File: config.mk
export PLATFORM = sky130hd
export DESIGN_NAME = distortion_sample_sequencer
export DESIGN_NICKNAME = d
export VERILOG_FILES = /design/src/rtl/distortion_pkg.sv /design/src/rtl/distortion_clip_unit.sv /design/src/rtl/distortion_sample_sequencer.sv
export SDC_FILE = /design/constraint.sdc
export NUM_CORES = 1
export LEC_CHECK = 0
export CAP_MARGIN = 20
export CORE_UTILIZATION = 40
export DETAILED_ROUTE_END_ITERATION = 7
export DONT_BUFFER_PORTS = 1
export GPL_ROUTABILITY_DRIVEN = 0
export PLACE_DENSITY_LB_ADDON = 0.3
export SYNTH_ARGS = -nofsm -noshare
export SYNTH_HDL_FRONTEND = slang
export SYNTH_SLANG_ARGS = --single-unit
File: constraint.sdc
create_clock -name CLK -period 11.05 [get_ports CLK]
set_clock_uncertainty 0.05 [all_clocks]
set_input_delay 2.21 -clock CLK [delete_from_list [all_inputs] [get_ports CLK]]
set_output_delay 2.21 -clock CLK [all_outputs]
set_load 0.01 [all_outputs]
File: src/rtl/distortion_pkg.sv
// rtl/distortion_pkg.sv - shared types and sample limits for the distortion sequencer
package distortion_pkg;

    typedef enum logic [1:0] {
        MODE_BYPASS    = 2'd0,
        MODE_GAIN      = 2'd1,
        MODE_CLIP      = 2'd2,
        MODE_GAIN_CLIP = 2'd3
    } mode_t;

    typedef enum logic [2:0] {
        S_IDLE   = 3'd0,
        S_MUL_L  = 3'd1,
        S_CLIP_L = 3'd2,
        S_MUL_R  = 3'd3,
        S_CLIP_R = 3'd4,
        S_DONE   = 3'd5
    } seq_state_t;

    localparam int SAMPLE_MAX = 32767;
    localparam int SAMPLE_MIN = -32768;

endpackage

File: src/rtl/distortion_clip_unit.sv
// rtl/distortion_clip_unit.sv - combinational clip/saturate stage shared by both channels
module distortion_clip_unit
    import distortion_pkg::*;
#(
    parameter int DATA_W = 16,
    parameter int PROD_W = 32,
    parameter int THR_W  = 32
) (
    input  mode_t                     mode,
    input  logic signed [DATA_W-1:0]  sample,
    input  logic signed [PROD_W-1:0]  product,
    input  logic signed [THR_W-1:0]   threshold,
    output logic signed [DATA_W-1:0]  result
);

    // One spare bit so that negating the threshold can never overflow.
    localparam int CW = ((PROD_W > THR_W) ? PROD_W : THR_W) + 1;

    localparam logic signed [CW-1:0] SMAX = {{(CW-DATA_W+1){1'b0}}, {(DATA_W-1){1'b1}}};
    localparam logic signed [CW-1:0] SMIN = {{(CW-DATA_W+1){1'b1}}, {(DATA_W-1){1'b0}}};

    logic signed [CW-1:0] sample_ext;
    logic signed [CW-1:0] product_ext;
    logic signed [CW-1:0] thr_eff;
    logic signed [CW-1:0] neg_thr;
    logic signed [CW-1:0] v;
    logic signed [CW-1:0] clipped;
    logic signed [CW-1:0] sat_v;

    always_comb begin
        sample_ext  = {{(CW-DATA_W){sample[DATA_W-1]}}, sample};
        product_ext = {{(CW-PROD_W){product[PROD_W-1]}}, product};
        thr_eff     = threshold[THR_W-1] ? '0 : {{(CW-THR_W){1'b0}}, threshold};
        neg_thr     = -thr_eff;

        v = mode[0] ? product_ext : sample_ext;

        clipped = v;
        if (mode[1]) begin
            if (v > thr_eff)
                clipped = thr_eff;
            else if (v < neg_thr)
                clipped = neg_thr;
        end

        sat_v = clipped;
        if (clipped > SMAX)
            sat_v = SMAX;
        else if (clipped < SMIN)
            sat_v = SMIN;

        result = (mode == MODE_BYPASS) ? sample : sat_v[DATA_W-1:0];
    end

endmodule

File: src/rtl/distortion_sample_sequencer.sv
// rtl/distortion_sample_sequencer.sv - stereo sample sequencer sharing one multiply/clip unit
module distortion_sample_sequencer
    import distortion_pkg::*;
#(
    parameter int DATA_W = 16,
    parameter int GAIN_W = 16,
    parameter int THR_W  = 32,
    parameter int OVR_W  = 8
) (
    input  logic                      CLK,
    input  logic                      RST,
    input  logic                      in_valid,
    input  logic signed [DATA_W-1:0]  in_l,
    input  logic signed [DATA_W-1:0]  in_r,
    input  logic signed [GAIN_W-1:0]  gain,
    input  logic signed [THR_W-1:0]   threshold,
    input  logic        [1:0]         mode,
    input  logic                      overrun_clr,
    output logic                      out_valid,
    output logic signed [DATA_W-1:0]  out_l,
    output logic signed [DATA_W-1:0]  out_r,
    output logic                      busy,
    output logic        [OVR_W-1:0]   overrun_cnt
);

    localparam int PROD_W = DATA_W + GAIN_W;

    seq_state_t state, next_state;

    logic signed [DATA_W-1:0] l_s, r_s;
    logic signed [GAIN_W-1:0] gain_s;
    logic signed [THR_W-1:0]  thr_s;
    mode_t                    mode_s;
    logic signed [PROD_W-1:0] product;
    logic signed [DATA_W-1:0] result_l, result_r;

    logic                     chan_r;
    logic signed [DATA_W-1:0] sample_sel;
    logic signed [PROD_W-1:0] mul_full;
    logic signed [DATA_W-1:0] clip_result;
    logic                     drop;

    // Right channel owns the shared datapath during its MUL/CLIP pair.
    assign chan_r     = (state == S_MUL_R) || (state == S_CLIP_R);
    assign sample_sel = chan_r ? r_s : l_s;
    assign mul_full   = PROD_W'(sample_sel) * PROD_W'(gain_s);
    assign drop       = in_valid && (state != S_IDLE);

    distortion_clip_unit #(
        .DATA_W (DATA_W),
        .PROD_W (PROD_W),
        .THR_W  (THR_W)
    ) u_clip (
        .mode      (mode_s),
        .sample    (sample_sel),
        .product   (product),
        .threshold (thr_s),
        .result    (clip_result)
    );

    always_ff @(posedge CLK or posedge RST) begin
        if (RST) begin
            state <= S_IDLE;
            busy  <= 1'b0;
        end else begin
            state <= next_state;
            busy  <= (next_state != S_IDLE);
        end
    end

    always_comb begin
        next_state = state;
        case (state)
            S_IDLE:   if (in_valid) next_state = S_MUL_L;
            S_MUL_L:  next_state = S_CLIP_L;
            S_CLIP_L: next_state = S_MUL_R;
            S_MUL_R:  next_state = S_CLIP_R;
            S_CLIP_R: next_state = S_DONE;
            S_DONE:   next_state = S_IDLE;
            default:  next_state = S_IDLE;
        endcase
    end

    always_ff @(posedge CLK or posedge RST) begin
        if (RST) begin
            l_s         <= '0;
            r_s         <= '0;
            gain_s      <= '0;
            thr_s       <= '0;
            mode_s      <= MODE_BYPASS;
            product     <= '0;
            result_l    <= '0;
            result_r    <= '0;
            out_valid   <= 1'b0;
            out_l       <= '0;
            out_r       <= '0;
            overrun_cnt <= '0;
        end else begin
            out_valid <= (state == S_DONE);
            case (state)
                S_IDLE: if (in_valid) begin
                    l_s    <= in_l;
                    r_s    <= in_r;
                    gain_s <= gain;
                    thr_s  <= threshold;
                    mode_s <= mode_t'(mode);
                end
                S_MUL_L, S_MUL_R: product  <= mul_full;
                S_CLIP_L:         result_l <= clip_result;
                S_CLIP_R:         result_r <= clip_result;
                S_DONE: begin
                    out_l <= result_l;
                    out_r <= result_r;
                end
                default: ;
            endcase
            // Clear takes priority over a coincident drop.
            if (overrun_clr)
                overrun_cnt <= '0;
            else if (drop && (overrun_cnt != '1))
                overrun_cnt <= overrun_cnt + 1'b1;
        end
    end

endmodule

=== Word-level counts from Yosys, hierarchy flattened ===
Cells that the tools add are included.

* Output and inout port bits: 42
* Register bits after elaboration: 191
* Input bits: 86
* Word-level logic and storage cells: 50

* $mul: 1
* Magnitude comparators: 4
* Muxes and demuxes: 13
* Reductions and logical operators: 10
* Eq/ne operators: 6
* Add/sub/neg operators: 2

{| class="wikitable"
|+ Operators with widths
! cell !! count
|-
| 33-bit 2-to-1 mux || 4
|-
| 16-bit 2-to-1 mux || 4
|-
| 33-bit by 16-bit greater-than comparator with 1-bit output, second input constant || 1
|-
| 33-bit greater-than comparator || 1
|-
| 33-bit by 16-bit < comparator with 1-bit output, second input constant || 1
|-
| 33-bit < comparator || 1
|-
| 33-bit negation || 1
|-
| 16-bit by 16-bit multiplier with 32-bit output || 1
|-
| 31-bit 2-to-1 mux || 1
|-
| 8-bit 2-to-1 mux || 2
|-
| 3-bit case mux with 5 select lines || 1
|-
| 8-bit by 1-bit adder with 8-bit output, second input constant || 1
|-
| 8-bit != test, second input constant || 1
|-
| 3-bit by 2-bit == test with 1-bit output, second input constant || 2
|-
| 3-bit == test, second input constant || 2
|-
| 3-bit nonzero test || 2
|-
| 3-bit by 1-bit == test with 1-bit output, second input constant || 1
|-
| 3-bit zero test || 1
|-
| 3-bit 2-to-1 mux || 1
|-
| 1-bit logical AND || 2
|-
| 2-bit zero test || 1
|-
| 2-bit AND reduction || 1
|-
| 2-bit nonzero test || 1
|-
| 2-bit OR reduction || 1
|-
| 1-bit logical OR || 1
|}

=== Logic depth before layout (Yosys ltp) ===
Gate-level depths: netlist (run 1).

* Depth in word-level cells: 12
* Mapped depth: 30
* Mapped depth without buffers: 28

=== By module ===
Synthesis (run 1) repeated with hierarchy kept, for this count alone.

* Cell total of the unflattened synthesis: 2272
* Area total of the unflattened synthesis: 21319.2 um^2

{| class="wikitable"
|+ By module, submodules not included
! module !! instances !! cells an instance !! sequential area each (um^2) !! area an instance (um^2)
|-
| distortion_sample_sequencer || 1 || 1688 || 4779.6 || 17362.9
|-
| distortion_clip_unit || 1 || 584 || 0.0 || 3956.3
|}

=== Least setup slack after synthesis (run 1) ===
Ideal clock, no wire load.

* Path type: reg-to-reg
* Start: register state[0]
* End: register product[31]
* Buffers on the path: 3
* Cell stages (with the launch flop): 29
* Slack: 3.354 ns
* Period minus slack after synthesis: 7.696 ns
* Data required time: 10.865 ns
* Library setup time: 0.135 ns
* Arrival: 7.510 ns
* Cell sequence: dfrtp_1 -> clkbuf_1 -> nand3b_1 -> nand2_1 -> clkbuf_1 -> mux2_2 -> clkbuf_1 -> nand2_1 -> fa_1 -> inv_1 -> fa_1 -> inv_1 -> fa_1 -> fa_1 -> inv_1 -> fa_1 -> fa_1 -> ha_1 -> a21o_1 -> a21o_1 -> a21o_1 -> a21oi_1 -> a31o_2 -> a31oi_1 -> a2111oi_0 -> o21ai_0 -> a31oi_1 -> xnor2_1 -> o21ai_0

* Word-level cells in the longest chain between the ends: 4
* Elaborated cells on any way between the ends: 7
* Classes of those cells: mul (1); eq/ne (3); mux (1); reduce/logical (2)

{| class="wikitable"
|+ RTL lines
! item !! line !! RTL
|-
| start, declared || distortion_sample_sequencer.sv:28 || <nowiki>seq_state_t state, next_state;</nowiki>
|-
| start signal, assigned || distortion_sample_sequencer.sv:66 || <nowiki>state <= next_state;</nowiki>
|-
| 3-bit by 2-bit == test with 1-bit output or 3-bit == test (tied branches) || distortion_sample_sequencer.sv:44, distortion_sample_sequencer.sv:100 ||
|-
| 1-bit logical OR || distortion_sample_sequencer.sv:44 || <nowiki>assign chan_r = (state == S_MUL_R) || (state == S_CLIP_R);</nowiki>
|-
| 16-bit 2-to-1 mux || distortion_sample_sequencer.sv:45 || <nowiki>assign sample_sel = chan_r ? r_s : l_s;</nowiki>
|-
| 16-bit by 16-bit multiplier with 32-bit output || distortion_sample_sequencer.sv:46 || <nowiki>assign mul_full = PROD_W'(sample_sel) * PROD_W'(gain_s);</nowiki>
|-
| end signal, assigned || distortion_sample_sequencer.sv:108 || <nowiki>S_MUL_L, S_MUL_R: product <= mul_full;</nowiki>
|-
| end, declared || distortion_sample_sequencer.sv:34 || <nowiki>logic signed [PROD_W-1:0] product;</nowiki>
|}

Several ways; a longest one is shown, not always the timed one.
A chain may end at the register's enable or synchronous reset.

=== Worst setup path in the final report (run 1) ===
* Start: register state[2]
* End: register product[31]

The elaborated chain is that of the path after synthesis.

==> impl_metrics.csv, run 1 <==
group,metric,value,unit
timing,tightest_slew,1080,ps
timing,final_max_slew_viol_count,0,
clocking,cts_hold_buf,0,
min_path,min_from,"product[0]$_DFFE_PP0P_",
yosys,synth_top_family_by_area,"adder cells",
critical_path,critPathLaunchType,"flip-flop",
final_layout,final_common_cell,"nand2_1",
detailed_routing,postRouteAntennaNets,0,
critical_path,reg2reg_depth,27,
critical_path,crit_end,"product[31]$_DFFE_PP0P_",
yosys,synth_area_per_cell,9.48,um2
yosys,synth_simple_gate_area_frac,0.156,
grt,antenna_found_initial,0,
timing,grt_setup_unrepaired,"false",
run,drv_cap,0,
timing,totalNegativeSetupSlack,0,ps
yosys,ys.flop_type,"dfrtp_1",
detailed_routing,drc,24,
clocking,post_cts_buffers,0,
grt,met2_usage,0.392,
clocking,cts.sink_count,191,
clocking,tritoncts.num_buffers,17,
die,std_cell_rows,84,
detailed_routing,routed_wl,63000,um
yosys,synth_compound_area_frac,0.114,
final_layout,syn_to_final_growth,5.99,%
yosys,yosysWarnings,0,
placed_design,portBuffers,0,
die,core,52800,um2
run_status,failed_checks,"DRC",
clocking,post_cts_resized,0,
clocking,clk_latency,500,ps
yosys,yosys_register_bits,191,
final_layout,drive_gt1_frac,0.110,
clocking,tritoncts,"done",
critical_path,worst_ep_required_time,11340,ps
critical_path,crit_slowest_cell,"a2111oi_0",
detailed_routing,vias,16517,
clocking,clock_path_buffers,2,
grt,grt_max_degree,108,
placed_design,dp_hpwl,48700,um
critical_path,critPathLaunch,"state[2]$_DFF_PP0_",
die,start_util,0.406,
clocking,clk_pin_slew,80,ps
timing,fmax,115,MHz
final_layout,finalNetCount,2691,
timing,period_share,0.785,
min_path,hold_path_class,"flip-flop to flip-flop",
yosys,muxShareOfSynthArea,0.0819,
critical_path,crit_type,"flip-flop to flip-flop",
critical_path,cpMostUsedCell,"fa_1",
yosys,synth_cell_types,83,
critical_path,slowest_delay,580,ps
critical_path,r2r_slack,2380,ps
die,dieArea,54500,um2
clocking,clock-root-buffer,"clkbuf_16",
yosys,syn-cell-area,21400,um2
grt,met3_usage,0.0480,
yosys,synthAdderAreaFrac,0.330,
critical_path,r2r-start,"state[2]$_DFF_PP0_",
critical_path,timing.rr.end,"product[31]$_DFFE_PP0P_",
detailed_routing,firstDrtPassIters,8,
clocking,ctsHtreeMaxLevel,4,
critical_path,worstPathMaxFanout,20,
die,die_y,233,um
final_layout,final_util,0.430,
timing,setup_viol,0,
die,die_w,233,um
grt,overflow,0,
final_layout,mostFrequentLayoutCells,"nand2_1, inv_1, fa_1",
critical_path,worstPathArrival,8960,ps
grt,grt_pass1_wl,97700,um
grt,grt_usage,0.237,
timing,timing.hold.ws,429,ps
yosys,syn_nets,2754,
timing,hold_viol,0,
yosys,postSynthCellCount,2260,
yosys,ys_seq_area_frac,0.223,
grt,first_global_vias,16757,
yosys,synthArstFlopShare,1.00,
detailed_routing,viasPerCell,5.70,
timing,period_needed,8670,ps
die,ioPinCount,128,
detailed_routing,route.detailed.wl_per_inst,21.7,um
detailed_routing,drt-initial-drc-count,1312,
timing,maxSlewHeadroom,0.270,
critical_path,critical_path.endpoint_type,"flip-flop",
run_status,status,"complete, but fails checks",
grt,top_usage_layer,"met2",
yosys,synth_edf_count,0,
final_layout,antenna_cells,0,
yosys,synth_xor_area_frac,0.0258,
grt,gr-usage-met1,0.313,
flip-flops by register name (all words and copies together), names as in the netlist:
signal       flops
thr_s           32
r_s             16
result_l        16
overrun_cnt      8
out_valid        1
l_s             16
out_l           16
state            3
mode_s           2
result_r        16
gain_s          16
product         32
busy             1
out_r           16
logic make-up after synthesis:
logic type      after synthesis
simple gates                686
fa+ha+maj                   408
buf+inv                     385
compound gates              370
flops                       191
mux                         157
xor+xnor                     63
stage by stage:
stage               instances  setup WS [ps]  area (um2)
CTS                      2896           1980       22700
finish                   2898           2380       22700
detailed placement       2864           2030       22000
floorplan                2260           3350       21400
global route             2898           1730       22700
global placement         2864           2230       22000
area by class of cell:
class	instances	area, um2
fill	5087	30000
multi-input combinational	1684	15200
sequential	191	4780
inverter	285	1080
tap	688	861
clock buffer	17	425
clock inverter	15	211
timing repair buffer	18	175
cells in the mapped netlist, types with 10 or more instances:
cell | number | area share
nor4_1 | 21 | 0.0061
a22oi_1 | 15 | 0.0053
o221ai_1 | 16 | 0.0065
nor2b_1 | 18 | 0.0053
ha_1 | 146 | 0.085
o21ai_0 | 85 | 0.020
dfrtp_1 | 191 | 0.22
a31oi_1 | 31 | 0.0091
a21oi_1 | 84 | 0.020
xor2_1 | 28 | 0.011
nor2_1 | 95 | 0.017
clkbuf_1 | 77 | 0.013
o21a_1 | 13 | 0.0046
mux2i_1 | 10 | 0.0047
nand4_1 | 26 | 0.0076
o22ai_1 | 11 | 0.0032
mux2_2 | 147 | 0.077
nor3_1 | 23 | 0.0054
o21ai_1 | 12 | 0.0028
and2_1 | 116 | 0.034
or3_1 | 12 | 0.0035
inv_1 | 282 | 0.049
nand2_1 | 299 | 0.052
xnor2_1 | 35 | 0.014
fa_1 | 262 | 0.24
a21o_1 | 16 | 0.0056
nand3_1 | 33 | 0.0077
how the worst min path moves through the flow:
stage | to | slack, ps | cells past startpoint
detailed placement | product[0]$_DFFE_PP0P_ | 410 | 2
finish | product[0]$_DFFE_PP0P_ | 430 | 2
global route | product[0]$_DFFE_PP0P_ | 460 | 2
floorplan | result_l[15]$_DFFE_PP0P_ | 390 | 2
global placement | product[0]$_DFFE_PP0P_ | 410 | 2
CTS | product[0]$_DFFE_PP0P_ | 430 | 2
worst max-delay path: cells and delay by family, from the launching register on:
family,cells,cell delay [ps]
adders and majority gates,7,3400
xor gates and xnor gates,1,130
buffers and inverters,4,380
DFF,1,550
and+or+nand+nor,4,1240
AOI/OAI and AO/OA,10,2270
muxes,1,470
layer usage:
metal / vias up / routed length (um)
li1: 7424 / -
met1: 8262 / 26400
met2: 733 / 30100
met3: 98 / 5080
met4: 0 / 1490
met5: - / 0
Power of run 1 is not shown: default switching activity piles up to over one toggle a cycle in this logic, so the estimate is an artifact.
==> run 2: changes to the inputs <==
==> constraint.sdc (replaced) <==
create_clock -name CLK -period 7.7 [get_ports CLK]
set_clock_uncertainty 0.05 [all_clocks]
set_input_delay 1.54 -clock CLK [delete_from_list [all_inputs] [get_ports CLK]]
set_output_delay 1.54 -clock CLK [all_outputs]
set_load 0.01 [all_outputs]
==> run 2 against run 1 <==
The flow still finishes with violations (DRC). Critical path depth up 1. Global-route usage up 0.62 points. Via count up 3.1%. Worst setup slack worse by 2100 ps. Die area unchanged. Cell count up 1.6%. Wire length up 2.7%. First-iteration DRC count up 14%. Register-to-register slack worse by 2100 ps. Core utilization up 0.75 points. Sequential share of layout area down 0.36 points.
==> impl_metrics.csv, run 2 (same netlist as run 1, synthesis figures left out) <==
group,metric,value,unit
run_status,status,"complete, but fails checks",
run_status,failed_checks,"DRC",
clocking,ctsHtreeMaxLevel,4,
timing,fmax,136,MHz
detailed_routing,drc,24,
final_layout,final_util,0.438,
critical_path,critical_path.endpoint_type,"flip-flop",
timing,period_share,0.958,
final_layout,drive_gt1_frac,0.130,
die,die_y,233,um
detailed_routing,drt-initial-drc-count,1497,
final_layout,top_regs,"product (32), thr_s (32)",
timing,final_max_slew_viol_count,0,
final_layout,design_area,23100,um2
detailed_routing,routed_wl,64700,um
critical_path,worst_ep_required_time,8000,ps
grt,grt_pass1_wl,99700,um
timing,setup_viol,0,
final_layout,antenna_cells,0,
grt,antenna_found_initial,0,
clocking,tritoncts.num_buffers,17,
timing,maxSlewHeadroom,0.304,
critical_path,cpMostUsedCell,"fa_1",
critical_path,worstPathArrival,7670,ps
critical_path,critPathLaunchType,"flip-flop",
timing,tightest_slew,1040,ps
critical_path,reg2reg_depth,28,
clocking,clk_pin_slew,90,ps
die,dieArea,54500,um2
critical_path,crit_slowest_cell,"fa_1",
grt,grt_usage,0.243,
grt,first_global_vias,17485,
final_layout,finalNetCount,2736,
detailed_routing,viasPerCell,5.79,
final_layout,syn_to_final_growth,7.85,%
timing,totalNegativeSetupSlack,0,ps
final_layout,mostFrequentLayoutCells,"nand2_1, inv_1, fa_1",
clocking,tritoncts,"done",
clocking,clk_latency,500,ps
detailed_routing,firstDrtPassIters,8,
clocking,clock-root-buffer,"clkbuf_16",
min_path,hold_path_class,"flip-flop to flip-flop",
run,drv_cap,0,
die,std_cell_rows,84,
grt,overflow,0,
critical_path,slowest_delay,560,ps
clocking,cts.sink_count,191,
die,die_w,233,um
critical_path,worstPathMaxFanout,12,
clocking,clock_path_buffers,2,
detailed_routing,route.detailed.wl_per_inst,22.0,um
placed_design,dp_hpwl,51900,um
placed_design,portBuffers,0,
critical_path,crit_type,"flip-flop to flip-flop",
final_layout,final_common_cell,"nand2_1",
timing,period_needed,7380,ps
min_path,hold_path_depth,2,
die,start_util,0.406,
grt,grt_max_degree,116,
die,ioPinCount,128,
timing,timing.hold.ws,434,ps
die,core,52800,um2
timing,hold_viol,0,
placed_design,post_dp_cell_area,22400,um2
detailed_routing,postRouteAntennaNets,0,
detailed_routing,vias,17029,
[run 2: final timing paths]
| path | start | to | slack (ps) |
|---|---|---|---|
| min in group asynchronous | RST | product[18]$_DFFE_PP0P_ | 980 |
| hold / removal | product[17]$_DFFE_PP0P_ | product[17]$_DFFE_PP0P_ | 430 |
| setup reg to reg | state[2]$_DFF_PP0_ | product[25]$_DFFE_PP0P_ | 320 |
| hold reg to reg | product[17]$_DFFE_PP0P_ | product[17]$_DFFE_PP0P_ | 430 |
| setup / recovery | state[2]$_DFF_PP0_ | product[25]$_DFFE_PP0P_ | 320 |
| max in group asynchronous | RST | r_s[10]$_DFFE_PP0P_ | 5010 |
[run 2: layout make-up]
cell class	count	area, um2
fill	5063	29700
clock buffer	17	425
timing repair buffer	63	519
multi-input combinational	1684	15200
clock inverter	15	205
sequential	191	4780
tap	688	861
inverter	285	1080
[run 2: critical path: cells and delay by family (launching register included)]
kind,cells,cell delay [ps]
xor gates and xnor gates,1,170
adders and majority gates,7,3460
and+or+nand+nor,5,840
AOI/OAI and AO/OA,6,1070
DFF,1,390
muxes,1,420
buffers and inverters,8,850
[run 2: metal layers]
| metal | wire (um) | GRT usage | vias up |
|---|---|---|---|
| met5 | 0 | 0 | - |
| met4 | 3010 | 0.113 | 0 |
| met3 | 4840 | 0.0453 | 163 |
| met2 | 30600 | 0.399 | 772 |
| met1 | 26200 | 0.308 | 8590 |
| li1 | - | - | 7504 |
[run 2: through the flow]
step                cells  setup WS [ps]
floorplan            2260           4.26
global placement     2909           76.2
detailed placement   2909           76.8
CTS                  2941           39.4
global route         2943         -0.843
finish               2943            324
[run 2: timing repair]
action | in CTS | in global routing
hold buffers | 0 | 0
setup buffers | 0 | 1
setup endpoints to repair | 0 | 7
gates resized for setup | 0 | 14
Power of run 2 is left out for the same reason.
==> RTL change 1, RTL diff (flow settings as in run 1) <==
Encoding of `seq_state_t`: now one-hot (6 bits for 6 states).
--- a/src/rtl/distortion_pkg.sv
+++ b/src/rtl/distortion_pkg.sv
@@ -8,13 +8,13 @@
         MODE_GAIN_CLIP = 2'd3
     } mode_t;
 
-    typedef enum logic [2:0] {
-        S_IDLE   = 3'd0,
-        S_MUL_L  = 3'd1,
-        S_CLIP_L = 3'd2,
-        S_MUL_R  = 3'd3,
-        S_CLIP_R = 3'd4,
-        S_DONE   = 3'd5
+    typedef enum logic [5:0] {
+        S_IDLE   = 6'b000001,
+        S_MUL_L  = 6'b000010,
+        S_CLIP_L = 6'b000100,
+        S_MUL_R  = 6'b001000,
+        S_CLIP_R = 6'b010000,
+        S_DONE   = 6'b100000
     } seq_state_t;
 
     localparam int SAMPLE_MAX = 32767;
Check against the original RTL: same outputs for any inputs over 4 cycles, from zero or initial values and one cycle with RST high; so few cycles prove little.
==> RTL change 1 against run 1 <==
- utilization fell by 0.28 points
- global-route usage fell by 1.3 points
- sequential share of layout area rose by 0.52 points
- sequential cell count rose by 3
- area after synthesis fell by 0.53%
- final cell count rose by 9.0%
- final area fell by 0.86%
- setup slack got worse by 0.51 ns
- wire length fell by 8.4%
- critical endpoint unchanged
Power is left out: the tool's default activity adds up to more than one toggle a clock period on the data nets, which glitch-free logic cannot reach.
==> RTL change 1: results <==
global_routing:
  gr-usage-met3_pct: 2.97
  grt_usage_pct: 22.4
  grt_pass1_vias: 18084
  grt_max_degree: 129
  grt_pass1_wl_um: 95200
  grt_use_met1_pct: 28.0
  use_met2_pct: 38.6
detailed_routing:
  wl_per_cell_um: 18.3
  drt_iter0_drc: 1167
  wl_met1_um: 23900
  vias_per_cell: 5.41
  met3_length_um: 3040
  wl_met2_um: 28500
layout:
  register_area_sq_mm: 0.00486
  syn_to_final_growth_pct: 5.64
  multi_input_cells: 1862
  multi_input_area_share_pct: 65.3
  clock_cell_area_share_pct: 2.66
  fillers: 5156
  bufAreaShareNonClock_pct: 0.533
  finalNonFillerCells: 3158
  n_all_inverters: 367
placed_design:
  preCtsSetupSlack_ns: 1.97
  placed_area_sq_mm: 0.0219
  place_hpwl_um: 44600
synth:
  ys_top_cells_by_area: "fa_1 25%, dfrtp_1 23%, nand2_1 11%, ha_1 8.5%, inv_1 6.4%"
  synth-xor-area-share_pct: 2.59
  synth_fp_nets: 3017
  synth-seq-area-share_pct: 22.8
  synth.avg_cell_area_sq_um: 8.45
  synth_fa_ha_area_share_pct: 33.1
  synthTopCellsByCount: "633 x nand2_1, 363 x inv_1, 262 x fa_1"
  synth_compound_area_share_pct: 10.1
  ys_seq_elements: 194
  muxShareOfSynthArea_pct: 1.16
critical_path:
  reg2reg_from: "state[1]$_DFF_PP0_"
  crit_fanout: 17
  slowest_delay_ns: 0.79
  cp.arrival_ns: 9.47
  crit_start: "state[1]$_DFF_PP0_"
run_status:
  status: "completed"
sta:
  worst_pin_slew_ns: 1.05
==> RTL change 1: changes by cell type after synthesis, moves of 11 or more <==
cell	delta
nor2_1	+11
o31ai_1	+17
a31oi_1	-17
o221ai_1	-14
nand2_1	+334
o21ai_0	-24
mux2_2	-132
inv_1	+81
==> RTL change 1: logic make-up after synthesis <==
group | count (synthesis)
and+or+nand+nor | 1042
buffers and inverters | 468
xor gates and xnor gates | 63
adders and majority gates | 407
AOI/OAI and AO/OA | 328
DFF | 194
muxes | 22
==> RTL change 1: final timing paths <==
kind / end / slack, ns
worst max-delay path: product[31]$_DFFE_PP0P_ / 1.87
worst min-delay path: out_r[13]$_DFFE_PP0P_ / 0.43
worst max register to register: product[31]$_DFFE_PP0P_ / 1.87
worst min register to register: out_r[13]$_DFFE_PP0P_ / 0.43
max in group asynchronous: result_r[15]$_DFFE_PP0N_ / 7.88
min in group asynchronous: overrun_cnt[0]$_DFFE_PP0P_ / 1.73
==> RTL change 2, RTL diff (config.mk and constraints of run 1) <==
Made on the original files. Set the parameter `GAIN_W` to 12 (it was 16).
--- a/src/rtl/distortion_sample_sequencer.sv
+++ b/src/rtl/distortion_sample_sequencer.sv
@@ -3,7 +3,7 @@
     import distortion_pkg::*;
 #(
     parameter int DATA_W = 16,
-    parameter int GAIN_W = 16,
+    parameter int GAIN_W = 12,
     parameter int THR_W  = 32,
     parameter int OVR_W  = 8
 ) (
Ports: changed (resized gain); port bits go from 128 to 124. The function was not compared with the original's and may differ.
==> RTL change 2 against run 1 <==
- via count is 20% lower
- setup slack better by 0.90 ns
- wire length is 27% lower
- area after synthesis is 18% lower
- final area is 18% lower
- sequential cell count is 8 lower
- count of clock-buffer cells in the layout is 1 higher
- largest cell class unchanged
Power is left out: the tool's default activity adds up to more than one toggle a clock period on the data nets, which glitch-free logic cannot reach.
==> RTL change 2: results <==
run_status:
  status: "completed"
clock_network:
  clk_pin_slew_ns: 0.07
  post_cts_resized: 0
  post_cts_buffers: 0
  cts_max_level: 4
  cts_root_buf: "clkbuf_16"
  clock_path_buffers: 2
  clk_latency_ns: 0.46
  cts_buffers: 17
placed_design:
  port-buffer-count: 0
  placed_area_sq_mm: 0.0180
  place_hpwl_um: 36000
detailed_routing:
  top_layer_used: "met5"
  firstDrtPassIters: 5
  drt_iter0_drc: 1047
  wl_per_cell_um: 19.1
  vias_per_cell: 5.45
  met3_length_um: 2450
  wl_met1_um: 20600
  wl_met2_um: 21900
layout:
  reg_top3: "thr_s (32), product (28)"
  layout.nets: 2200
  layout-drive-gt1-share_pct: 11.5
  num_antenna_cells: 0
  fillers: 4264
synth:
  synth-seq-area-share_pct: 26.1
  ys_top_cells_by_area: "dfrtp_1 26%, fa_1 20%, ha_1 8.7%, nand2_1 7.0%, mux2_2 6.7%"
  synth.distinct_cells: 80
  synth_fp_nets: 2256
  synthArstFlopShare_pct: 100
  ys_warn_count: 0
  yosys.cell_count.top_type: "nand2_1"
  synthTopCellsByCount: "327 x nand2_1, 189 x inv_1, 183 x dfrtp_1"
critical_path:
  r2r_setup_slack_ns: 3.28
  cp.arrival_ns: 8.04
  crit_fanout: 16
sta:
  slew_headroom_pct: 26.2
  setup_viol: 0
  fin_crit_ns: 7.77
global_routing:
  grt_pass1_wl_um: 75800
  grt_usage_pct: 21.9
  antenna_found_initial: 1
  grt_max_degree: 142
  grt_pass1_vias: 13677
hold_path:
  hold_path_class: "flip-flop to flip-flop"
## RTL change 2: cell types whose count changed in the layout (fill, tap and decap cells not counted), moves of 13 or more
cell	change
nor4_1	-13
o221ai_1	-15
ha_1	-24
a31oi_1	-17
o21ai_0	-21
a21oi_1	-32
nand4_1	-18
inv_1	-93
and2_1	-58
o22ai_1	+15
mux2_2	-42
fa_1	-84
nand2_1	+28
## RTL change 2: through the flow
step           hold WS (ns)  instances  utilization (%)
3_3_place_gp          0.403       2383             41.7
5_1_grt               0.447       2416             43.1
4_1_cts               0.428       2415             43.1
3_5_place_dp          0.408       2383             41.7
2_1_floorplan         0.385       1874                -
6_report              0.426       2416             43.1
## RTL change 2: worst max-delay path, stage by stage, from the launching register on
cell,delay [ns]
dfrtp_1,0.60
and3b_1,0.25
or2_2,0.46
mux2_2,0.51
nand2_1,0.13
fa_1,0.57
inv_1,0.05
fa_1,0.49
inv_1,0.05
fa_1,0.48
inv_1,0.06
fa_1,0.50
fa_1,0.51
ha_1,0.38
a21o_1,0.20
a31o_2,0.22
a41oi_1,0.26
a211o_1,0.22
o21ai_0,0.15
nor4_1,0.32
nor4_1,0.10
a2111oi_0,0.63
a21oi_1,0.18
xnor2_1,0.15
o21ai_0,0.09
## RTL change 2: cell families (layout without fill, tap and decap cells)
family / Yosys count / after routing / synth area share, %
xor gates and xnor gates: 49 / 49 / 2.45
buffers and inverters: 280 / 237 / 6.15
DFF: 183 / 183 / 26.1
and+or+nand+nor: 659 / 659 / 17.7
AOI/OAI and AO/OA: 292 / 292 / 11.4
muxes: 111 / 111 / 7.09
adders and majority gates: 300 / 300 / 29.1
## RTL change 2: final cells by class
type                            count  area (sq um)  area share [%]
Multi-Input combinational cell   1411         11900            63.8
Clock buffer                       18           439            2.36
Tap cell                          585           732            3.93
Timing Repair Buffer               14           109           0.585
Sequential cell                   183          4580            24.6
Inverter                          191           724            3.89
Clock inverter                     14           155           0.833
## RTL change 2: worst paths after layout
kind	startpoint	endpoint	cells past startpoint
worst max-delay path	state[2]$_DFF_PP0_	product[26]$_DFFE_PP0P_	24
worst min-delay path	result_l[0]$_DFFE_PP0P_	out_l[0]$_DFFE_PP0P_	2
worst max register to register	state[2]$_DFF_PP0_	product[26]$_DFFE_PP0P_	24
worst min register to register	result_l[0]$_DFFE_PP0P_	out_l[0]$_DFFE_PP0P_	2
max in group asynchronous	RST	product[23]$_DFFE_PP0P_	2
min in group asynchronous	RST	overrun_cnt[6]$_DFFE_PP0P_	1
## RTL change 2: metal layers
layer | vias up | track usage (%)
li1 | 6135 | -
met1 | 6593 | 29.5
met2 | 365 | 35.8
met3 | 73 | 3.88
met4 | 2 | 7.07
met5 | - | 0
